===== src/rtl/mem_wb_stage_pkg.sv =====
// Shared CPU types for the memory stage: word/register types, opcodes, memory FSM states.
package mem_wb_stage_pkg;

   typedef logic [31:0] word_t;
   typedef logic [4:0]  regbits_t;

   typedef enum logic [5:0] {
      RTYPE = 6'b000000,
      JAL   = 6'b000011,
      LW    = 6'b100011,
      SW    = 6'b101011,
      LL    = 6'b110000,
      SC    = 6'b111000
   } opcode_t;

   typedef enum logic {
      IDLE,
      WAIT
   } memstate_t;

   localparam logic [1:0] WSRC_PCP4 = 2'd1;

endpackage


===== src/rtl/mem_wb_stage_if.sv =====
// Data-cache request/response bus between the memory stage (master) and the dcache (slave).
interface mem_wb_stage_if;
   import mem_wb_stage_pkg::*;

   logic  dmemREN;
   logic  dmemWEN;
   word_t dmemaddr;
   word_t dmemstore;
   logic  dhit;
   word_t dmemload;

   modport master (
      output dmemREN, dmemWEN, dmemaddr, dmemstore,
      input  dhit, dmemload
   );

   modport slave (
      input  dmemREN, dmemWEN, dmemaddr, dmemstore,
      output dhit, dmemload
   );

endinterface


===== src/rtl/mem_wb_stage_link_reg.sv =====
// LL/SC link register: set by a completing LL, cleared by SC/store/snoop; set beats clear.
module mem_wb_stage_link_reg
   import mem_wb_stage_pkg::*;
#(
   parameter bit LINK_EN = 1'b1
) (
   input  logic  CLK,
   input  logic  nRST,
   input  logic  set,
   input  word_t set_addr,
   input  logic  clear,
   input  logic  snoop_inv,
   input  word_t snoop_addr,
   output logic  link_valid,
   output word_t link_addr
);

   word_t addr_q;
   logic  valid_q;

   always_ff @(posedge CLK or negedge nRST) begin
      if (!nRST) begin
         addr_q  <= '0;
         valid_q <= 1'b0;
      end else if (set) begin
         addr_q  <= set_addr;
         valid_q <= 1'b1;
      end else if (clear || (snoop_inv && (snoop_addr == addr_q))) begin
         valid_q <= 1'b0;
      end
   end

   // With the link disabled the register never reports valid; SC then always succeeds.
   assign link_valid = LINK_EN ? valid_q : 1'b0;
   assign link_addr  = addr_q;

endmodule


===== src/rtl/mem_wb_stage.sv =====
// Memory stage plus M/WB pipeline register: dcache request/hold FSM, LL/SC handling,
// writeback data selection and the sticky halt.
module mem_wb_stage
   import mem_wb_stage_pkg::*;
#(
   parameter bit LINK_EN = 1'b1
) (
   input  logic                  CLK,
   input  logic                  nRST,
   input  logic                  dREN_in,
   input  logic                  dWEN_in,
   input  word_t                 addr_in,
   input  word_t                 store_in,
   input  logic                  MemtoReg,
   input  logic [1:0]            wdatasrc,
   input  regbits_t              WSel_in,
   input  logic                  WEN_in,
   input  word_t                 pcp4_in,
   input  logic                  HALT_in,
   input  logic [5:0]            opcode_in,
   input  logic                  flush,
   mem_wb_stage_if.master        dbus,
   input  logic                  snoop_inv,
   input  word_t                 snoop_addr,
   output logic                  mem_stall,
   output logic                  wb_WEN,
   output regbits_t              wb_WSel,
   output word_t                 wb_wdat,
   output logic                  wb_HALT
);

   memstate_t state;
   logic      req_ren_q;
   logic      req_wen_q;
   word_t     req_addr_q;
   word_t     req_store_q;

   logic      req_ren;
   logic      req_wen;
   word_t     req_addr;
   word_t     req_store;

   logic      is_ll;
   logic      is_sc;
   logic      sc_ok;
   logic      sc_fail;
   logic      memop;
   logic      done;
   logic      ll_done;
   logic      sw_hit_link;
   logic      link_clear;
   logic      link_valid;
   word_t     link_addr;
   word_t     wdat_sel;

   assign is_ll   = dREN_in && (opcode_in == LL);
   assign is_sc   = dWEN_in && (opcode_in == SC);
   assign sc_ok   = !LINK_EN || (link_valid && (link_addr == addr_in));
   // Once an SC has issued its outcome is fixed; only an IDLE evaluation can fail it.
   assign sc_fail = is_sc && !sc_ok && (state == IDLE);

   always_comb begin
      if (state == WAIT) begin
         req_ren   = req_ren_q;
         req_wen   = req_wen_q;
         req_addr  = req_addr_q;
         req_store = req_store_q;
      end else begin
         req_ren   = dREN_in && !sc_fail && !wb_HALT;
         req_wen   = dWEN_in && !sc_fail && !wb_HALT;
         req_addr  = addr_in;
         req_store = store_in;
      end
   end

   // nRST gating drops a pending request the moment reset asserts.
   assign memop          = (req_ren || req_wen) && nRST;
   assign mem_stall      = memop && !dbus.dhit;
   assign done           = memop && dbus.dhit;
   assign dbus.dmemREN   = req_ren && nRST;
   assign dbus.dmemWEN   = req_wen && nRST;
   assign dbus.dmemaddr  = req_addr;
   assign dbus.dmemstore = req_store;

   always_ff @(posedge CLK or negedge nRST) begin
      if (!nRST) begin
         state       <= IDLE;
         req_ren_q   <= 1'b0;
         req_wen_q   <= 1'b0;
         req_addr_q  <= '0;
         req_store_q <= '0;
      end else begin
         case (state)
            IDLE: begin
               if (mem_stall) begin
                  state       <= WAIT;
                  req_ren_q   <= req_ren;
                  req_wen_q   <= req_wen;
                  req_addr_q  <= req_addr;
                  req_store_q <= req_store;
               end
            end
            WAIT: begin
               if (dbus.dhit) begin
                  state     <= IDLE;
                  req_ren_q <= 1'b0;
                  req_wen_q <= 1'b0;
               end
            end
         endcase
      end
   end

   assign ll_done     = done && req_ren && is_ll;
   assign sw_hit_link = done && req_wen && (req_addr == link_addr);
   assign link_clear  = (is_sc && (sc_fail || done)) || sw_hit_link;

   mem_wb_stage_link_reg #(
      .LINK_EN (LINK_EN)
   ) u_link_reg (
      .CLK        (CLK),
      .nRST       (nRST),
      .set        (ll_done),
      .set_addr   (req_addr),
      .clear      (link_clear),
      .snoop_inv  (snoop_inv),
      .snoop_addr (snoop_addr),
      .link_valid (link_valid),
      .link_addr  (link_addr)
   );

   always_comb begin
      wdat_sel = addr_in;
      if (is_sc) begin
         wdat_sel = {31'b0, (state == WAIT) || sc_ok};
      end else if (MemtoReg) begin
         wdat_sel = dbus.dmemload;
      end else if (wdatasrc == WSRC_PCP4) begin
         wdat_sel = pcp4_in;
      end
   end

   always_ff @(posedge CLK or negedge nRST) begin
      if (!nRST) begin
         wb_WEN  <= 1'b0;
         wb_WSel <= '0;
         wb_wdat <= '0;
         wb_HALT <= 1'b0;
      end else if (!mem_stall) begin
         if (flush) begin
            wb_WEN  <= 1'b0;
            wb_WSel <= '0;
            wb_wdat <= '0;
         end else begin
            wb_WEN  <= WEN_in && !wb_HALT;
            wb_WSel <= WSel_in;
            wb_wdat <= wdat_sel;
            wb_HALT <= wb_HALT || HALT_in;
         end
      end
   end

endmodule


===== src/flat_wrapper.sv =====
// flat-port wrapper written by rule: the top's interface ports become plain ports
module mem_wb_stage_flat import mem_wb_stage_pkg::*;
#(
   parameter bit LINK_EN = 1'b1
)
  (CLK, nRST, dREN_in, dWEN_in, addr_in, store_in, MemtoReg, wdatasrc, WSel_in, WEN_in, pcp4_in, HALT_in, opcode_in, flush, snoop_inv, snoop_addr, mem_stall, wb_WEN, wb_WSel, wb_wdat, wb_HALT, dbus_dmemREN, dbus_dmemWEN, dbus_dmemaddr, dbus_dmemstore, dbus_dhit, dbus_dmemload);
  mem_wb_stage_if dbus_i ();
  input  logic CLK;
  input  logic nRST;
  input  logic dREN_in;
  input  logic dWEN_in;
  input  word_t addr_in;
  input  word_t store_in;
  input  logic MemtoReg;
  input  logic [1:0] wdatasrc;
  input  regbits_t WSel_in;
  input  logic WEN_in;
  input  word_t pcp4_in;
  input  logic HALT_in;
  input  logic [5:0] opcode_in;
  input  logic flush;
  input  logic snoop_inv;
  input  word_t snoop_addr;
  output logic mem_stall;
  output logic wb_WEN;
  output regbits_t wb_WSel;
  output word_t wb_wdat;
  output logic wb_HALT;
  output wire logic [$bits(dbus_i.dmemREN)-1:0] dbus_dmemREN;
  output wire logic [$bits(dbus_i.dmemWEN)-1:0] dbus_dmemWEN;
  output wire logic [$bits(dbus_i.dmemaddr)-1:0] dbus_dmemaddr;
  output wire logic [$bits(dbus_i.dmemstore)-1:0] dbus_dmemstore;
  input wire logic [$bits(dbus_i.dhit)-1:0] dbus_dhit;
  input wire logic [$bits(dbus_i.dmemload)-1:0] dbus_dmemload;
  assign dbus_dmemREN = dbus_i.dmemREN;
  assign dbus_dmemWEN = dbus_i.dmemWEN;
  assign dbus_dmemaddr = dbus_i.dmemaddr;
  assign dbus_dmemstore = dbus_i.dmemstore;
  assign dbus_i.dhit = dbus_dhit;
  assign dbus_i.dmemload = dbus_dmemload;
  mem_wb_stage #(.LINK_EN(LINK_EN)) u_core (.CLK(CLK), .nRST(nRST), .dREN_in(dREN_in), .dWEN_in(dWEN_in), .addr_in(addr_in), .store_in(store_in), .MemtoReg(MemtoReg), .wdatasrc(wdatasrc), .WSel_in(WSel_in), .WEN_in(WEN_in), .pcp4_in(pcp4_in), .HALT_in(HALT_in), .opcode_in(opcode_in), .flush(flush), .dbus(dbus_i), .snoop_inv(snoop_inv), .snoop_addr(snoop_addr), .mem_stall(mem_stall), .wb_WEN(wb_WEN), .wb_WSel(wb_WSel), .wb_wdat(wb_wdat), .wb_HALT(wb_HALT));
endmodule

===== config.mk =====
export PLATFORM = sky130hd
export DESIGN_NAME = mem_wb_stage_flat
export DESIGN_NICKNAME = d
export VERILOG_FILES = /design/src/rtl/mem_wb_stage_pkg.sv /design/src/rtl/mem_wb_stage_if.sv /design/src/rtl/mem_wb_stage_link_reg.sv /design/src/rtl/mem_wb_stage.sv /design/src/flat_wrapper.sv
export SDC_FILE = /design/constraint.sdc
export NUM_CORES = 1
export LEC_CHECK = 0
export ABC_CLOCK_PERIOD_IN_PS = 6480
export CAP_MARGIN = 20
export CORE_AREA = 2 2 171 140
export DETAILED_ROUTE_END_ITERATION = 10
export DIE_AREA = 0 0 173 142
export GPL_TIMING_DRIVEN = 1
export HOLD_SLACK_MARGIN = 0.06
export PLACE_DENSITY = 0.69
export SKIP_CTS_REPAIR_TIMING = 1
export SYNTH_ARGS = -nofsm -noshare
export SYNTH_HDL_FRONTEND = slang
export SYNTH_SLANG_ARGS = --single-unit

===== constraint.sdc =====
create_clock -name CLK -period 6.48 [get_ports CLK]
set_clock_uncertainty 0.2 [all_clocks]
set_input_delay 1.944 -clock CLK [delete_from_list [all_inputs] [get_ports CLK]]
set_output_delay 1.944 -clock CLK [all_outputs]
set_load 0.02 [all_outputs]

Word level (Yosys, flattened, before mapping)
Index checks and enable logic that the tools add are counted.
- equality and inequality tests: 8
- multiplexer cells: 20
- bitwise logic cells: 3
- reductions and logical operators: 35
- operators with widths (kind ; number):
    $mux 32 ; 6
    $eq 32x32->1 ; 3
    $logic_and 1x1->1 ; 21
    $eq 6x6->1 const B ; 2
    $mux 1 ; 10
    $logic_or 1x1->1 ; 6
    $pmux 1 s2 ; 3
    $reduce_and 2->1 ; 3
    $mux 5 ; 1
    $logic_not 1->1 ; 4
    $ne 2x2->1 const B ; 2
    $not 1->1 ; 3
    $eq 2x1->1 const B ; 1
    $reduce_bool 2->1 ; 1
- register bits: 139
- input port bits: 183
- output and inout port bits: 106

Depth between registers and ports, before layout
Gate-level depths: netlist (run 1).
- word-level depth: 18
- gate-level depth with buffers: 10
- mapped depth without buffers: 7

Modules after synthesis
A second synthesis (run 1) with hierarchy kept.
- cells, all modules: 687
- area, all modules: 8114.0 sq um
- by module, submodules not included (module ; times used ; cells an instance ; area an instance (sq um)):
    mem_wb_stage ; 1 ; 572 ; 6518.8
    mem_wb_stage_link_reg ; 1 ; 115 ; 1595.3

Least setup slack after synthesis (run 1)
No wires, ideal clock.
- path type: input-to-output
- start point: input addr_in[8]
- end point: output mem_stall
- arrival: 4.042 ns
- data required time: 4.336 ns
- setup slack: 0.294 ns
- cell stages on the path: 7
- buffers on the path: 2
- cell sequence: xnor2_1 nand4_1 or4_1 or4_1 buf_2 a21oi_2 clkbuf_1
- cells in the longest elaborated chain, start to end: 12
- elaborated cells on any way between the ends: 15
- those cells by class: eq/ne: 1; mux: 2; reduce/logical: 12
- ends and longest elaborated chain (item ; RTL line ; source):
    start, declared ; flat_wrapper.sv:12 ; input word_t addr_in;
    $eq 32x32->1 * ; mem_wb_stage.sv:58 ; assign sc_ok = !LINK_EN || (link_valid && (link_addr == addr_in));
    $logic_and 1x1->1 * ; mem_wb_stage.sv:58 ;
    $logic_not 1->1 * ; mem_wb_stage.sv:60 ; assign sc_fail = is_sc && !sc_ok && (state == IDLE);
    $logic_and 1x1->1 * (2 in a row) ; mem_wb_stage.sv:60 ;
    $logic_not 1->1 * ; mem_wb_stage.sv:69, mem_wb_stage.sv:70 ;
    $logic_and 1x1->1, on equally long branches (2 in a row) ; mem_wb_stage.sv:69, mem_wb_stage.sv:70 ;
    $mux 1 ; mem_wb_stage.sv:63 ; if (state == WAIT) begin
    $logic_or 1x1->1 * ; mem_wb_stage.sv:77 ; assign memop = (req_ren || req_wen) && nRST;
    $logic_and 1x1->1 * ; mem_wb_stage.sv:77 ;
    $logic_and 1x1->1 * ; mem_wb_stage.sv:78 ; assign mem_stall = memop && !dbus.dhit;
    end, declared ; flat_wrapper.sv:24 ; output logic mem_stall;
Mark *: on every way between the ends. The rest lies on a longest branch, timed or not.

Worst setup path after layout (run 1)
- start point: input addr_in[14]
- end point: output mem_stall
The elaborated chain is that of the path after synthesis.

==> results.yml, run 1 <==
outcome:
  status: "completed"
finish:
  final_area_sq_mm: 0.01221
  finalNonFillerCells: 1422
  areaGrowthSynthToFinish_pct: 54.58
  drive_gt1_frac: 0.1937
  final_nets: 1280
  n_antenna_cell: 0
  multi_input_area_sq_mm: 0.004174
  final-seq-area_sq_mm: 0.003482
  n_fill_cell: 2046
routing:
  vias: 6912
  detail-route-antenna-nets: 0
  drtIter0Drc: 379
  route.detailed.drc: 0
  first_pass_iters: 5
  wire_per_inst_um: 19.63
  vias_per_cell: 4.861
  wirelength_um: 27910
sta:
  rsz0062_at_grt: "false"
  slew_viol_final: 0
  fin_crit_sh: 0.9959
  setup_viol: 0
  fmax_mhz: 155.0
  slew_headroom: 0.3896
  worst_pin_slew_ps: 915.5
  min_period_ps: 6453
  hold_viol: 0
place:
  dp_hpwl_um: 21620
  dp.cells: 1389
  gp_congestion: 0.8513
  port_buffers: 288
  detailed_place.area_sq_mm: 0.01151
yosys:
  ys_seq_area_frac: 0.4403
  async_flop_share: 1.000
  synth_seq_cells: 139
  synth_enable_flop_cells: 0
  synth_nets: 952
  ys.flop_type: "dfrtp_1"
  yosysWarnings: 0
  syn_area_sq_mm: 0.007900
  synth_cells: 769
  postSynthAreaPerCell_sq_um: 10.27
  synth_cell_types: 36
die:
  die-width_um: 173
  num_rows: 50
  dieArea_sq_mm: 0.02457
  io_pins: 289
  core_sq_mm: 0.02290
  die_y_um: 142
  initial_utilization: 0.3450
worst_setup_path:
  r2r_end: "u_core.req_addr_q[16]$_DFFE_PN0P_"
  cp-startpoint: "addr_in[14]"
  critical_path_class: "in -> out"
  critPathMaxFanout: 2
  arrival_ps: 4310
  setup.worst_path.start_class: "input port"
  worstPathRequired_ps: 4340
  r2r_start: "u_core.u_link_reg.link_addr[2]$_DFFE_PN0P_"
  worst-r2r-cell-count: 8
  rrSetupSlack_ps: 2900
  end_kind: "output pin"
clock_network:
  clk_pin_slew_ps: 60
  clockBufferDepth: 2
  root_buffer: "clkbuf_16"
  insertion_delay_ps: 410
  cts_buffers: 17
  cts_tree: "done"
  cts-htree-levels: 4
  cts.sinks: 139
global_routing:
  antenna_found_initial: 0
  grt_max_degree: 80
  grt_pass1_vias: 7068
  grt_first_pass_wirelength_um: 42480
  grt.overflow.total: 0
  track_usage: 0.2287
hold_path:
  hp-class: "reg -> reg"
  hold_end: "u_core.wb_wdat[28]$_DFFE_PN0N_"
  hold_path_startpoint: "u_core.wb_wdat[28]$_DFFE_PN0N_"
  holdPathStages: 2
flow_run:
  cap_violations: 0
power_and_ir_drop:
  powerDensity_mw_per_mm2: 196.4
  total_leakage_power_nw: 5.136
  vdd_drop_max_mv: 0.1379
==> logic make-up after synthesis <==
logic type                share of synthesized area
AOI/OAI and AO/OA                           0.09091
muxes                                        0.2194
buffers and inverters                       0.04324
DFF                                          0.4403
xor gates and xnor gates                     0.1064
and+or+nand+nor                             0.09978
==> worst max path at each step <==
stage	end	slack (ps)
floorplan	mem_stall	290
global placement	mem_stall	-650
detailed placement	mem_stall	-680
CTS	mem_stall	-690
global route	mem_stall	6
finish	mem_stall	30
==> cell type report <==
type / count / area share
clock inverter: 14 / 0.01393
sequential: 139 / 0.2851
multi-input combinational: 551 / 0.3418
inverter: 34 / 0.01045
timing repair buffer: 354 / 0.2807
clock buffer: 18 / 0.03596
tap: 312 / 0.03197
==> flip-flops by register name (all words and copies together), names as in the netlist <==
register and cells:
u_core.req_store_q 32, u_core.u_link_reg.link_valid 1, u_core.u_link_reg.link_addr 32, u_core.wb_WSel 5
u_core.wb_wdat 32, u_core.req_wen_q 1, u_core.wb_HALT 1, u_core.wb_WEN 1
u_core.req_addr_q 32, u_core.req_ren_q 1, u_core.state 1
==> critical path, stage by stage <==
cell and delay, ps:
clkdlybuf4s50_1 450, xnor2_1 310, nand2_1 90, or4_4 520, or4_4 590, a21oi_4 250
buf_6 160
==> layout by cell type, fill, tap and decap left out, types with 3 or more instances in the layout <==
master	synthesis	layout
clkdlybuf4s50_1	0	275
dfrtp_1	139	138
mux2_2	97	97
nand2_1	82	82
xnor2_1	73	66
buf_4	1	65
mux2i_1	64	64
o21ai_0	44	43
nor2_1	36	36
inv_1	34	34
a21oi_1	34	34
o31ai_1	32	32
xor2_1	23	23
clkbuf_16	0	17
nand4_1	15	15
nor4_1	14	14
dlymetal6s2s_1	0	9
xnor2_2	0	7
nand2b_1	7	7
nand3_1	6	6
nor3_1	4	4
clkinvlp_4	0	4
a21o_1	3	3
clkinv_2	0	3
clkinv_4	0	3
bufinv_16	0	3
==> routing by layer <==
metal	vias to the layer above	part of all wire	track usage
met5	-	0	0
met4	0	0.016	0.05575
met3	25	0.065	0.05369
met2	232	0.45	0.3491
met1	3327	0.47	0.3281
li1	3328	-	-
==> metrics by stage <==
stage / hold WS, ps / TNS [ps] / utilization / power, mW / setup WS [ps]
after floorplan: 266.5 / 0 / - / 1.112 / 293.9
after global placement: 259.3 / -995.0 / 0.5015 / 1.393 / -649.3
after detailed placement: 266.3 / -1033 / 0.5027 / 1.400 / -679.1
after CTS: 279.7 / -1052 / 0.5293 / 2.419 / -690.1
after global routing: 297.0 / 0 / 0.5333 / 2.493 / 5.675
final: 276.0 / 0 / 0.5333 / 2.398 / 26.74
==> power by group <==
| part | total [mW] | switching (mW) | internal [mW] |
|---|---|---|---|
| clock | 1.01 | 0.398 | 0.616 |
| combinational | 0.453 | 0.203 | 0.250 |
| sequential | 0.930 | 0.0211 | 0.909 |
==> synthesized netlist by cell type, types with 2 or more instances <==
cell | number | area share
dfrtp_1 | 139 | 0.44
mux2_2 | 97 | 0.14
nand2_1 | 82 | 0.039
xnor2_1 | 73 | 0.081
mux2i_1 | 64 | 0.081
o21ai_0 | 44 | 0.028
nor2_1 | 36 | 0.017
a21oi_1 | 34 | 0.022
inv_1 | 34 | 0.016
o31ai_1 | 32 | 0.030
clkbuf_1 | 28 | 0.013
xor2_1 | 23 | 0.025
nand4_1 | 15 | 0.012
nor4_1 | 14 | 0.011
buf_1 | 8 | 0.0038
nand2b_1 | 7 | 0.0055
nand3_1 | 6 | 0.0038
buf_6 | 5 | 0.0071
nor3_1 | 4 | 0.0025
a21o_1 | 3 | 0.0029
buf_2 | 3 | 0.0019
or4_1 | 3 | 0.0029
and3_1 | 2 | 0.0016
Note: power is estimated with default switching activity, not from simulation.
==> inputs of run 2 (changes only) <==
Settings changed: ABC_CLOCK_PERIOD_IN_PS 6480 to 5500, PLACE_DENSITY 0.69 to 0.71.
Clock period 6.48 ns to 5.5 ns, I/O delays scaled along.
==> results.yml, run 2 (synthesized netlist as in run 1, its figures left out) <==
outcome:
  status: "completed"
flow_run:
  cap_violations: 0
finish:
  areaGrowthSynthToFinish_pct: 57.06
  utilization: 0.5419
  drive_gt1_frac: 0.2215
  final_common_cell: "clkdlybuf4s50_1"
  final_nets: 1295
  finalNonFillerCells: 1437
  final_cell_mix: "260 x clkdlybuf4s50_1, 138 x dfrtp_1, 97 x mux2_2"
worst_setup_path:
  critical_path_class: "in -> out"
  arrival_ps: 3630
  worstPathRequired_ps: 3650
  critical_path.slowest_cell: "or4_4"
  path_cells: "buf_2 > xnor2_2 > nand4_1 > or4_4 > or4_4 > a21oi_4 > buf_6"
  cpMostUsedCell: "or4_4"
  critPathMaxFanout: 2
  setup.worst_path.start_class: "input port"
  cpPeakStageDelay_ps: 590
  end_kind: "output pin"
clock_network:
  cts_buffers: 17
  insertion_delay_ps: 420
  clockBufferDepth: 2
  clk_pin_slew_ps: 60
  cts.sinks: 139
  cts_tree: "done"
  cts-htree-levels: 4
  root_buffer: "clkbuf_16"
global_routing:
  grt_first_pass_wirelength_um: 42410
  grt_pass1_vias: 7111
  grt_max_degree: 80
  antenna_found_initial: 2
  grt.overflow.total: 0
  track_usage: 0.2277
place:
  gp_congestion: 0.8623
  dp.cells: 1398
  dp_hpwl_um: 21740
  port_buffers: 288
die:
  core_sq_mm: 0.02290
  initial_utilization: 0.3450
  die_y_um: 142
  io_pins: 289
  die-width_um: 173
  num_rows: 50
  dieArea_sq_mm: 0.02457
sta:
  slew_headroom: 0.5019
  worst_pin_slew_ps: 747.1
  hold_viol: 0
  slew_viol_final: 0
  fin_crit_sh: 0.9972
  min_period_ps: 5485
  tns_ps: 0
  fmax_mhz: 182.3
  holdWs_ps: 276.3
  setup_viol: 0
hold_path:
  hp-class: "reg -> reg"
power_and_ir_drop:
  total_leakage_power_nw: 5.318
  vdd_drop_max_mv: 0.1415
  powerDensity_mw_per_mm2: 235.2
routing:
  vias_per_cell: 4.894
  wirelength_um: 28060
  drtIter0Drc: 421
  route.detailed.drc: 0
  first_pass_iters: 5
  wire_per_inst_um: 19.53
  vias: 7032
  detail-route-antenna-nets: 0
==> run 2: changes by cell type in the layout (fill, tap and decap cells not counted), moves of 2 or more <==
cell,before,now
clkinv_4,3,1
buf_4,65,81
clkdlybuf4s50_1,275,260
nor4_2,0,4
xnor2_1,66,61
xor2_1,23,21
xor2_2,0,2
nor4_1,14,10
dlymetal6s2s_1,9,16
clkinvlp_4,4,1
clkbuf_2,0,6
xnor2_2,7,12
bufinv_16,3,5
==> run 2: per-layer routing <==
metal,global-route usage,up-vias,part of all wire
li1,-,3359,-
met1,0.3223,3376,0.47
met2,0.3480,264,0.44
met3,0.05796,31,0.072
met4,0.05798,2,0.017
met5,0,-,0.00046
==> run 2: critical path, delay by kind of cell <==
family	cells	cell delay, ps
compound gates	1	220
xor+xnor	1	170
buf+inv	2	290
simple gates	3	1310
==> run 2: worst paths after layout <==
kind / slack, ps / end / cells after the start / startpoint
worst max-delay path: 20 / mem_stall / 7 / addr_in[23]
worst min-delay path: 280 / u_core.wb_wdat[31]$_DFFE_PN0N_ / 2 / u_core.wb_wdat[31]$_DFFE_PN0N_
worst max register to register: 1960 / u_core.req_addr_q[16]$_DFFE_PN0P_ / 8 / u_core.u_link_reg.link_addr[2]$_DFFE_PN0P_
worst min register to register: 280 / u_core.wb_wdat[31]$_DFFE_PN0N_ / 2 / u_core.wb_wdat[31]$_DFFE_PN0N_
max in group asynchronous: 2130 / u_core.wb_wdat[28]$_DFFE_PN0N_ / 4 / nRST
min in group asynchronous: 1150 / u_core.u_link_reg.link_addr[27]$_DFFE_PN0P_ / 2 / nRST
==> run 2: final cells by class <==
class / count / area (sq um)
antenna: 1 / 2.502
clock buffer: 19 / 442.9
clock inverter: 12 / 195.2
fill: 2096 / 10490
inverter: 34 / 127.6
multi-input combinational: 551 / 4263
sequential: 139 / 3482
tap: 312 / 390.4
timing repair buffer: 369 / 3505
==> run 2: through the flow <==
step	instance area, sq um	setup slack (ps)	total power, mW
floorplan	7901	36.25	1.310
global placement	11560	-1069	1.644
detailed placement	11560	-1029	1.653
CTS	12200	-1043	2.936
global route	12410	-27.61	3.025
finish	12410	15.46	2.918
==> run 2: power by group <==
part           total [mW]  internal, mW  switching [mW]
registers            1.10          1.07          0.0251
clock network        1.28         0.814           0.467
logic               0.541         0.298           0.243
total                2.92          2.18           0.736
